===== config.mk =====
export PLATFORM = sky130hd
export DESIGN_NAME = jump_resolve
export DESIGN_NICKNAME = d
export VERILOG_FILES = /design/src/rtl/jump_resolve.sv
export SDC_FILE = /design/constraint.sdc
export NUM_CORES = 1
export LEC_CHECK = 0
export BUFFER_PORTS_ARGS = -buffer_cell sky130_fd_sc_hd__buf_4
export CORE_MARGIN = 2
export CORE_UTILIZATION = 45
export DETAILED_ROUTE_END_ITERATION = 6
export PLACE_DENSITY = 0.77
export REMOVE_ABC_BUFFERS = 1
export SLEW_MARGIN = 20
export SYNTH_ARGS = -nofsm -noshare
export SYNTH_HDL_FRONTEND = slang
export SYNTH_SLANG_ARGS = --single-unit

===== constraint.sdc =====
create_clock -name clk -period 3 [get_ports clk]
set_input_delay 0.45 -clock clk [delete_from_list [all_inputs] [get_ports clk]]
set_output_delay 0.45 -clock clk [all_outputs]
set_load 0.01 [all_outputs]

===== src/rtl/jump_resolve.sv =====
// Jump/branch resolve stage: issues to the jump FU, samples its result after FU_LAT
// cycles, pulses a PC redirect for taken flow and holds the link writeback until acked.
// Optional macro JUMP_RESOLVE_STATS_EN adds taken/not-taken event counters.
module jump_resolve #(
  parameter int unsigned FU_LAT = 2,
  parameter int unsigned XLEN   = 32
) (
  input  logic            clk,
  input  logic            rst,
  input  logic            issue_valid,
  output logic            issue_ready,
  input  logic            issue_is_jal,
  input  logic            issue_is_jalr,
  input  logic            issue_is_br,
  input  logic [4:0]      issue_rd,
  output logic            fu_en,
  input  logic [XLEN-1:0] fu_pc_jump,
  input  logic [XLEN-1:0] fu_pc_wb,
  input  logic            fu_cmp_res,
  input  logic            flush_in,
  output logic            redirect_valid,
  output logic [XLEN-1:0] redirect_pc,
  output logic            wb_valid,
  output logic [4:0]      wb_rd,
  output logic [XLEN-1:0] wb_data,
  input  logic            wb_ack
`ifdef JUMP_RESOLVE_STATS_EN
  ,
  output logic [31:0]     stat_taken,
  output logic [31:0]     stat_not_taken
`endif
);

  typedef enum logic [1:0] {
    IDLE,
    EXEC,
    WB
  } state_t;

  localparam logic [3:0] LAT_M1 = 4'(FU_LAT - 1);

  state_t     state;
  state_t     state_next;
  logic [3:0] count;
  logic       op_jal;
  logic       op_jalr;
  logic       op_br;
  logic [4:0] op_rd;

  logic       sample;
  logic       taken;
  logic       link;
  logic       commit;

  // Sampling edge is the EXEC cycle whose counter has reached zero.
  assign sample = (state == EXEC) && (count == '0);
  assign taken  = op_jal | op_jalr | (op_br & fu_cmp_res);
  assign link   = (op_jal | op_jalr) && (op_rd != '0);
  assign commit = sample && !flush_in;

  assign issue_ready = (state == IDLE);
  assign fu_en       = issue_valid & issue_ready;

  always_ff @(posedge clk or posedge rst) begin
    if (rst) begin
      state <= IDLE;
    end else begin
      state <= state_next;
    end
  end

  always_comb begin
    state_next = state;
    unique case (state)
      IDLE: begin
        if (issue_valid && !flush_in) begin
          state_next = EXEC;
        end
      end
      EXEC: begin
        if (flush_in) begin
          state_next = IDLE;
        end else if (count == '0) begin
          state_next = link ? WB : IDLE;
        end
      end
      WB: begin
        if (flush_in || wb_ack) begin
          state_next = IDLE;
        end
      end
      default: state_next = IDLE;
    endcase
  end

  always_ff @(posedge clk or posedge rst) begin
    if (rst) begin
      count          <= '0;
      op_jal         <= 1'b0;
      op_jalr        <= 1'b0;
      op_br          <= 1'b0;
      op_rd          <= '0;
      redirect_valid <= 1'b0;
      redirect_pc    <= '0;
      wb_valid       <= 1'b0;
      wb_rd          <= '0;
      wb_data        <= '0;
    end else begin
      redirect_valid <= commit && taken;
      if (commit && taken) begin
        redirect_pc <= op_jalr ? {fu_pc_jump[XLEN-1:1], 1'b0} : fu_pc_jump;
      end

      // A dropped (flushed) issue still loads these; EXEC is never entered so they are inert.
      if (state == IDLE && issue_valid) begin
        op_jal  <= issue_is_jal;
        op_jalr <= issue_is_jalr;
        op_br   <= issue_is_br;
        op_rd   <= issue_rd;
        count   <= LAT_M1;
      end else if (state == EXEC && count != '0) begin
        count <= count - 4'd1;
      end

      if (flush_in) begin
        wb_valid <= 1'b0;
      end else if (commit && link) begin
        wb_valid <= 1'b1;
        wb_rd    <= op_rd;
        wb_data  <= fu_pc_wb;
      end else if (state == WB && wb_ack) begin
        wb_valid <= 1'b0;
      end
    end
  end

`ifdef JUMP_RESOLVE_STATS_EN
  always_ff @(posedge clk or posedge rst) begin
    if (rst) begin
      stat_taken     <= '0;
      stat_not_taken <= '0;
    end else if (commit) begin
      if (taken) begin
        stat_taken <= stat_taken + 32'd1;
      end else begin
        stat_not_taken <= stat_not_taken + 32'd1;
      end
    end
  end
`endif

endmodule


==> impl_metrics.csv, run 1 <==
group,metric,value,unit
clock_network,htree_levels,3,
yosys,ys.warnings.count,0,
clock_network,clock_sinks,85,
yosys,seq_area_frac_synth,0.631,
die,design.die.area,8200,um^2
die,row_count,31,
finish,design_area,4770,um^2
clock_network,ctsResizeCount,0,
grt,antenna_found_initial,0,
finish,final_net_count,450,
place,port_buffers,150,
grt,grt_usage,0.178,
routing,via_per_inst,4.84,
hold_path,worstHoldPathType,"in -> async",
worst_setup_path,worstPathArrival,2.46,ns
worst_setup_path,cp_max_fo,20,
yosys,ys_ff_latch,85,
power,internal_power,3.02,mW
die,io_pins,151,
yosys,synthCells,215,
timing,fmax,445,MHz
die,fp.dieH,90.5,um
finish,layout-drive-gt1-share,0.660,
run,maxCapViolations,0,
die,core_area,7250,um^2
finish,areaGrowthSynthToFinish,41.5,%
power,power,4.33,mW
power,power.net_switching,1.31,mW
timing,finalClockSkew,0.00525,ns
clock_network,cts_root_buffer,"clkbuf_8",
finish,layout_commonest_cell,"buf_4",
timing,fin_setup_tns,0,ns
yosys,postSynthAreaPerCell,15.7,um^2
clock_network,cts_buffers,9,
worst_setup_path,worstPathRequired,3.21,ns
finish,nFillCells,557,
clock_network,tritoncts,"built",
worst_setup_path,start_kind,"flip-flop",
routing,num_vias,2283,
finish,antenna_cells,0,
power,p_clk_frac,0.173,
power,switching_share,0.303,
finish,final_cells,472,
yosys,syn-cell-area,3370,um^2
grt,overflow,0,
clock_network,path_clk_slew,0.08,ns
timing,report.final.slew_viol_count,0,
die,fp.dieW,90.5,um
power,vdd_ir_drop_max,0.000363,V
power,power_frac_seq,0.436,
power,leakage,2.39,nW
routing,ant_nets,0,
timing,fin_crit_sh,0.749,
place,placed_cell_area,4590,um^2
power,power_frac_comb,0.391,
timing,rsz0062_at_grt,"false",
worst_setup_path,worstSetupPathType,"reg -> reg",
die,start_util,0.465,
grt,grt_pass1_vias,2336,
timing,min_period,2.25,ns
timing,slew_headroom,0.515,
yosys,synth.distinct_cells,33,
timing,finalSetupViolations,0,
routing,routedWlPerCell,15.0,um
clock_network,clk-insertion-delay-late,0.33,ns
place,dp_hpwl,5420,um
clock_network,holdBufCountCts,0,
routing,drc_errors,0,
place,gp_congestion,0.734,
routing,drt_first_pass_iters,4,
power,power.density,908,nW/um^2
clock_network,cts_setup_buffers,0,
timing,hold_slack,0.205,ns
grt,grt_max_degree,45,
place,numPlacedInstances,458,
grt,grt_pass1_wl,11500,um
worst_setup_path,endpoint_kind,"flip-flop",
clock_network,clock_path_buffers,2,
timing,tightest_slew,0.727,ns
outcome,status,"finished, final reports clean",
timing,hold_viol_final,0,
finish,final_cell_mix,"buf_4 (155), dfrtp_1 (85), mux2_2 (68)",
routing,drt-total-wl,7100,um
routing,drt-initial-drc-count,53,
power groups by stage:
stage | registers [mW] | clock network [mW] | logic [mW]
floorplan | 2.08 | 0 | 0.630
global placement | 1.89 | 0 | 1.68
detailed placement | 1.92 | 0 | 1.72
CTS | 1.89 | 0.775 | 1.72
global route | 1.95 | 0.822 | 1.81
finish | 1.89 | 0.749 | 1.69
layout make-up:
cell class	instances	area [um^2]	area share
clock inverter	5	53.8	0.0113
sequential	85	2130	0.446
timing repair buffer	155	1160	0.244
multi-input combinational	114	1150	0.242
inverter	5	20.0	0.00420
clock buffer	9	124	0.0260
tap	99	124	0.0260
layer usage:
layer | GRT usage | vias up | wire, um
met5 | 0 | - | 0
met4 | 0.106 | 0 | 257
met3 | 0.0334 | 18 | 362
met2 | 0.301 | 82 | 3700
met1 | 0.210 | 1111 | 2780
li1 | - | 1072 | -
critical path, cell delays in order (launching register included):
cell and delay, ns:
dfrtp_1 0.39, inv_1 0.11, ha_1 0.21, or4b_4 0.49, a2111oi_4 0.22, buf_4 0.33, mux2_1 0.37
synthesized netlist by cell type:
| cell | number | share of area |
|---|---|---|
| a2111oi_4 | 1 | 0.0082 |
| a211oi_1 | 2 | 0.0045 |
| a21oi_1 | 1 | 0.0015 |
| a22o_1 | 1 | 0.0026 |
| a311oi_1 | 1 | 0.0026 |
| a31o_2 | 2 | 0.0052 |
| and2_1 | 2 | 0.0037 |
| buf_2 | 4 | 0.0059 |
| buf_4 | 2 | 0.0045 |
| buf_6 | 2 | 0.0067 |
| clkbuf_1 | 3 | 0.0033 |
| dfrtp_1 | 85 | 0.63 |
| ha_1 | 2 | 0.0074 |
| inv_1 | 5 | 0.0056 |
| mux2_1 | 9 | 0.030 |
| mux2_2 | 68 | 0.23 |
| nand2_1 | 2 | 0.0022 |
| nand2b_1 | 2 | 0.0037 |
| nand3_1 | 2 | 0.0030 |
| nand3b_1 | 1 | 0.0022 |
| nor2_1 | 3 | 0.0033 |
| nor2b_1 | 2 | 0.0037 |
| nor3_1 | 2 | 0.0030 |
| nor3b_1 | 1 | 0.0022 |
| nor4_1 | 1 | 0.0019 |
| nor4b_1 | 1 | 0.0026 |
| o21bai_1 | 1 | 0.0022 |
| o31ai_1 | 1 | 0.0022 |
| or2_2 | 1 | 0.0019 |
| or3b_2 | 1 | 0.0026 |
| or4b_1 | 1 | 0.0030 |
| or4b_2 | 2 | 0.0059 |
| or4b_4 | 1 | 0.0041 |
flip-flops by register name (all words and copies together), names as in the netlist:
signal,flops
count,4
op_br,1
op_jal,1
op_jalr,1
op_rd,5
redirect_pc,32
redirect_valid,1
state,2
wb_data,32
wb_rd,5
wb_valid,1
stage by stage:
step	setup slack [ns]	util
2_1_floorplan	-0.0265	-
3_3_place_gp	0.819	0.633
3_5_place_dp	0.749	0.633
4_1_cts	0.746	0.657
5_1_grt	0.607	0.657
6_report	0.754	0.657
cells by family after synthesis:
| family | after synthesis | synth area share |
|---|---|---|
| AO/OA/AOI/OAI | 10 | 0.0290 |
| adder cells (fa/ha/maj) | 2 | 0.00743 |
| buffers and inverters | 16 | 0.0260 |
| flip-flops | 85 | 0.631 |
| multiplexers | 77 | 0.257 |
| AND/OR/NAND/NOR | 25 | 0.0490 |
worst paths after layout:
kind / start / end / slack (ns) / depth (start not counted)
setup / recovery: count[0] / wb_data[5] / 0.75 / 6
hold / removal: rst / redirect_pc[19] / 0.21 / 2
setup reg to reg: count[0] / wb_data[5] / 0.75 / 6
hold reg to reg: wb_data[6] / wb_data[6] / 0.49 / 1
max in group asynchronous: rst / redirect_pc[0] / 2.03 / 3
min in group clk: flush_in / state[0] / 0.29 / 2
(Power assumes the default switching activity.)
==> inputs of run 2 (changes only) <==
==> constraint.sdc (replaced) <==
create_clock -name clk -period 2.1 [get_ports clk]
set_input_delay 0.315 -clock clk [delete_from_list [all_inputs] [get_ports clk]]
set_output_delay 0.315 -clock clk [all_outputs]
set_load 0.01 [all_outputs]
==> run 2 against run 1 <==
  * Wire length up 6.9%
  * Critical path type unchanged
  * Non-clock buffer count increased by 13
  * The run now ends with negative setup slack left
  * Final cell count rose by 3.0%
  * Largest cell class unchanged
  * Die area stayed put
  * Critical endpoint is now wb_data[7]
==> impl_metrics.csv, run 2 (synthesized netlist as in run 1, its figures left out) <==
group,metric,value,unit
outcome,status,"finished, violations left",
outcome,violations,"negative setup slack",
finish,final_cell_mix,"buf_4 (161), dfrtp_1 (85), mux2_2 (57)",
grt,grt_max_degree,35,
power,power.density,1290,nW/um^2
clock_network,cts_buffers,9,
finish,reg_top3,"redirect_pc (32), wb_data (32)",
power,vdd_ir_drop_max,0.000616,V
worst_setup_path,reg2reg_slack,-0.03,ns
finish,fin_util,0.692,
timing,report.final.slew_viol_count,0,
finish,final_net_count,463,
routing,ant_nets,0,
die,design.die.area,8200,um^2
grt,overflow,0,
timing,tightest_slew,0.588,ns
timing,rsz0062_at_grt,"true",
routing,drt_first_pass_iters,4,
timing,fin_crit_sh,1.01,
die,fp.dieW,90.5,um
grt,grt_usage,0.186,
timing,finalWorstSetupSlack,-0.0292,ns
finish,antenna_cells,0,
worst_setup_path,endpoint_kind,"flip-flop",
routing,drt-initial-drc-count,64,
worst_setup_path,cp_max_fo,4,
run,maxCapViolations,0,
routing,via_per_inst,4.90,
worst_setup_path,rr_endpoint,"wb_data[7]",
timing,min_period,2.13,ns
die,row_count,31,
clock_network,holdBufCountCts,0,
worst_setup_path,worstSetupPathType,"reg -> reg",
worst_setup_path,worstPathRequired,2.33,ns
timing,fin_setup_tns,-0.199,ns
hold_path,worstHoldPathType,"in -> async",
routing,drc_errors,0,
die,start_util,0.465,
routing,drt-total-wl,7590,um
power,leakage,2.50,nW
place,gp_congestion,0.847,
finish,layout_commonest_cell,"buf_4",
place,pre_cts_ws,-0.0406,ns
clock_network,tritoncts,"built",
finish,nFillCells,529,
timing,fmax,470,MHz
clock_network,clock_path_buffers,2,
worst_setup_path,r2r_cells,8,
die,io_pins,151,
clock_network,clock_sinks,85,
finish,areaGrowthSynthToFinish,48.9,%
clock_network,cts_root_buffer,"clkbuf_8",
grt,grt_pass1_vias,2416,
clock_network,path_clk_slew,0.08,ns
place,port_buffers,150,
timing,slew_headroom,0.608,
grt,antenna_found_initial,0,
timing,finalSetupViolations,19,
finish,layout-drive-gt1-share,0.685,
grt,grt_pass1_wl,12000,um
worst_setup_path,worstPathArrival,2.36,ns
die,core_area,7250,um^2
routing,num_vias,2381,
worst_setup_path,start_kind,"flip-flop",
clock_network,clk-insertion-delay-late,0.34,ns
clock_network,htree_levels,3,
worst_setup_path,r2r_start,"count[0]",
timing,hold_viol_final,0,
die,fp.dieH,90.5,um
timing,finalClockSkew,0.00659,ns
routing,routedWlPerCell,15.6,um
place,dp_hpwl,5590,um
## run 2: final cells by class
| cell class | instances | area (um^2) | share of cell area |
|---|---|---|---|
| well taps | 99 | 124 | 0.0247 |
| flip-flops and latches | 85 | 2130 | 0.424 |
| inverters | 5 | 20.0 | 0.00399 |
| clock buffers | 11 | 131 | 0.0262 |
| multi-input cells | 114 | 1220 | 0.243 |
| repair buffers | 168 | 1350 | 0.268 |
| clock inverters | 4 | 50.0 | 0.00997 |
## run 2: repair_timing
action,4_1_cts,5_1_grt
gates resized for setup,0,28
setup buffers,0,3
setup endpoints to repair,37,38
cloned,0,2
## run 2: worst max path at each step
stage	slack [ns]	end	from
3_3_place_gp	-0.009	wb_data[20]	count[0]
2_1_floorplan	-0.93	wb_data[10]	count[0]
3_5_place_dp	-0.04	wb_data[26]	count[0]
5_1_grt	-0.07	wb_rd[1]	count[0]
6_report	-0.03	wb_data[7]	count[0]
4_1_cts	-0.06	wb_data[19]	count[0]
## run 2: metrics by stage
step                      instances  power, mW  hold WS [ns]  area (um^2)
final                           486       6.49        0.0141         5020
after global placement          466       5.19         0.396         4670
after global routing            486       6.87        0.0543         5020
after CTS                       481       6.39        0.0341         4860
after floorplan                 204       3.87         0.382         3300
after detailed placement        466       5.29         0.410         4670
## run 2: power breakdown
part | switching, mW | internal, mW | total, mW
logic | 1.04 | 1.65 | 2.69
registers | 0.379 | 2.32 | 2.70
clock network | 0.555 | 0.543 | 1.10
## run 2: critical path, stage by stage (launching register included)
cell,delay (ns)
dfrtp_1,0.40
inv_2,0.08
ha_4,0.13
or4b_4,0.47
a2111oi_4,0.19
buf_4,0.20
buf_12,0.11
clkbuf_16,0.14
mux2_4,0.29
## run 2: layer usage
layer  global-route usage  vias up  share of wire
met5                    0        -              0
met4               0.0718        0          0.020
met3               0.0484        8          0.044
met2                0.324       69           0.54
met1                0.220     1208           0.39
li1                     -     1096              -
==> inputs of run 3 (changes only) <==
--- a/config.mk
+++ b/config.mk
@@ -6,6 +6,7 @@
 export NUM_CORES = 1
 export LEC_CHECK = 0
 export BUFFER_PORTS_ARGS = -buffer_cell sky130_fd_sc_hd__buf_4
+export CORE_ASPECT_RATIO = 0.7
 export CORE_MARGIN = 2
 export CORE_UTILIZATION = 45
 export DETAILED_ROUTE_END_ITERATION = 6
==> run 3 against run 2 <==
  * The run still ends with negative setup slack left
  * Clock power up 13%
  * Non-clock buffer count up 2
  * Register-to-register slack about the same
  * Largest cell class unchanged
  * First-iteration DRC count up 13%
  * Die area up 0.14%
  * Via count up 1.8%
  * Sequential power about the same
==> impl_metrics.csv, run 3 (synthesized netlist as in run 1, its figures left out) <==
group,metric,value,unit
outcome,status,"finished, violations left",
grt,grt_max_degree,40,
run,maxCapViolations,0,
clock_network,path_clk_slew,0.08,ns
worst_setup_path,cpPeakStageDelay,0.48,ns
clock_network,clk-insertion-delay-late,0.34,ns
worst_setup_path,cp_max_fo,10,
die,fp.dieW,107,um
finish,reg_top3,"redirect_pc (32), wb_data (32)",
die,design.die.area,8210,um^2
timing,slew_headroom,0.635,
grt,grt_pass1_vias,2542,
grt,overflow,0,
timing,hold_viol_final,0,
routing,drc_errors,0,
timing,finalClockSkew,0.00816,ns
timing,finalSetupViolations,24,
routing,num_vias,2425,
place,port_buffers,150,
routing,ant_nets,0,
power,leakage,2.54,nW
worst_setup_path,endpoint_kind,"flip-flop",
routing,routedWlPerCell,17.2,um
worst_setup_path,worstSetupPathType,"reg -> reg",
clock_network,cts_buffers,9,
worst_setup_path,worstPathRequired,2.33,ns
routing,drt_first_pass_iters,4,
finish,layout_commonest_cell,"buf_4",
place,gp_congestion,0.789,
routing,drt-initial-drc-count,72,
clock_network,clock_sinks,85,
routing,via_per_inst,4.98,
finish,fin_util,0.698,
timing,report.final.slew_viol_count,0,
finish,antenna_cells,0,
timing,fin_crit_sh,1.02,
clock_network,htree_levels,3,
place,placed_cell_area,4660,um^2
clock_network,tritoncts,"built",
worst_setup_path,start_kind,"flip-flop",
timing,finalWorstSetupSlack,-0.0350,ns
routing,drt-total-wl,8380,um
power,power.density,1320,nW/um^2
grt,grt_pass1_wl,12100,um
clock_network,clock_path_buffers,2,
finish,areaGrowthSynthToFinish,51.0,%
outcome,violations,"negative setup slack",
timing,fmax,468,MHz
place,dp_hpwl,5620,um
die,row_count,26,
clock_network,cts_root_buffer,"clkbuf_8",
worst_setup_path,worstPathArrival,2.36,ns
finish,final_cell_mix,"buf_4 (161), dfrtp_1 (85), mux2_2 (53)",
timing,min_period,2.13,ns
die,fp.dieH,76.4,um
die,core_area,7290,um^2
finish,layout-drive-gt1-share,0.694,
timing,rsz0062_at_grt,"true",
finish,design_area,5090,um^2
grt,grt_usage,0.191,
hold_path,worstHoldPathType,"in -> reg",
timing,tightest_slew,0.546,ns
worst_setup_path,crit_path_top_delay_cell,"or4b_4",
grt,antenna_found_initial,0,
die,start_util,0.462,
die,io_pins,151,
power,vdd_ir_drop_max,0.000688,V
worst_setup_path,worstPathCellList,"inv_2 -> ha_4 -> or4b_4 -> a2111oi_4 -> buf_6 -> buf_8 -> mux2_2",
finish,final_net_count,465,
-- run 3: area by class of cell --
| cell class | count | area [um^2] |
|---|---|---|
| fill | 503 | 2200 |
| sequential | 85 | 2130 |
| timing repair buffer | 170 | 1360 |
| multi-input combinational | 114 | 1250 |
| clock buffer | 11 | 141 |
| tap | 98 | 123 |
| clock inverter | 4 | 72.6 |
| inverter | 5 | 20.0 |
-- run 3: critical path: cells and delay by family (launching register included) --
family / cells / cell delay (ns)
compound gates: 1 / 0.22
fa+ha+maj: 1 / 0.14
buf+inv: 3 / 0.46
flops: 1 / 0.39
mux: 1 / 0.34
simple gates: 1 / 0.48
-- run 3: repair_timing --
| action | in CTS | in global routing |
|---|---|---|
| endpoints found under the hold margin | 4 | 0 |
| cloned | 0 | 5 |
| hold buffers | 1 | 0 |
| endpoints found under the setup margin | 37 | 38 |
| resized for setup | 1 | 30 |
| setup buffers | 0 | 3 |
-- run 3: final timing paths --
path / from / end / slack [ns] / cells after the start
setup / recovery: count[0] / wb_data[19] / -0.03 / 7
hold / removal: flush_in / state[0] / 0.15 / 2
setup reg to reg: count[0] / wb_data[19] / -0.03 / 7
hold reg to reg: wb_data[1] / wb_data[1] / 0.50 / 1
max in group asynchronous: rst / wb_data[31] / 0.90 / 4
min in group asynchronous: rst / wb_data[0] / 0.57 / 3
-- run 3: report_power, final --
group,switching [mW],internal (mW)
clock network,0.543,0.695
registers,0.407,2.32
logic,1.07,1.69
-- run 3: routing by layer --
metal  wire length (um)  share of wire  track usage
met1               3350           0.40        0.224
met5                  0              0            0
met4                 93          0.011       0.0500
met3                883           0.11        0.103
met2               4050           0.48        0.308
-- run 3: through the flow --
stage	std cells	hold WS, ns	setup WS [ns]	power [mW]	setup TNS [ns]
6_report	487	0.153	-0.0350	6.73	-0.377
5_1_grt	487	0.132	-0.0960	7.14	-2.54
4_1_cts	479	0.137	-0.0546	6.55	-1.49
3_5_place_dp	463	0.367	-0.0516	5.29	-1.33
3_3_place_gp	463	0.368	-0.00973	5.19	-0.244
2_1_floorplan	204	0.382	-0.927	3.87	-73.70
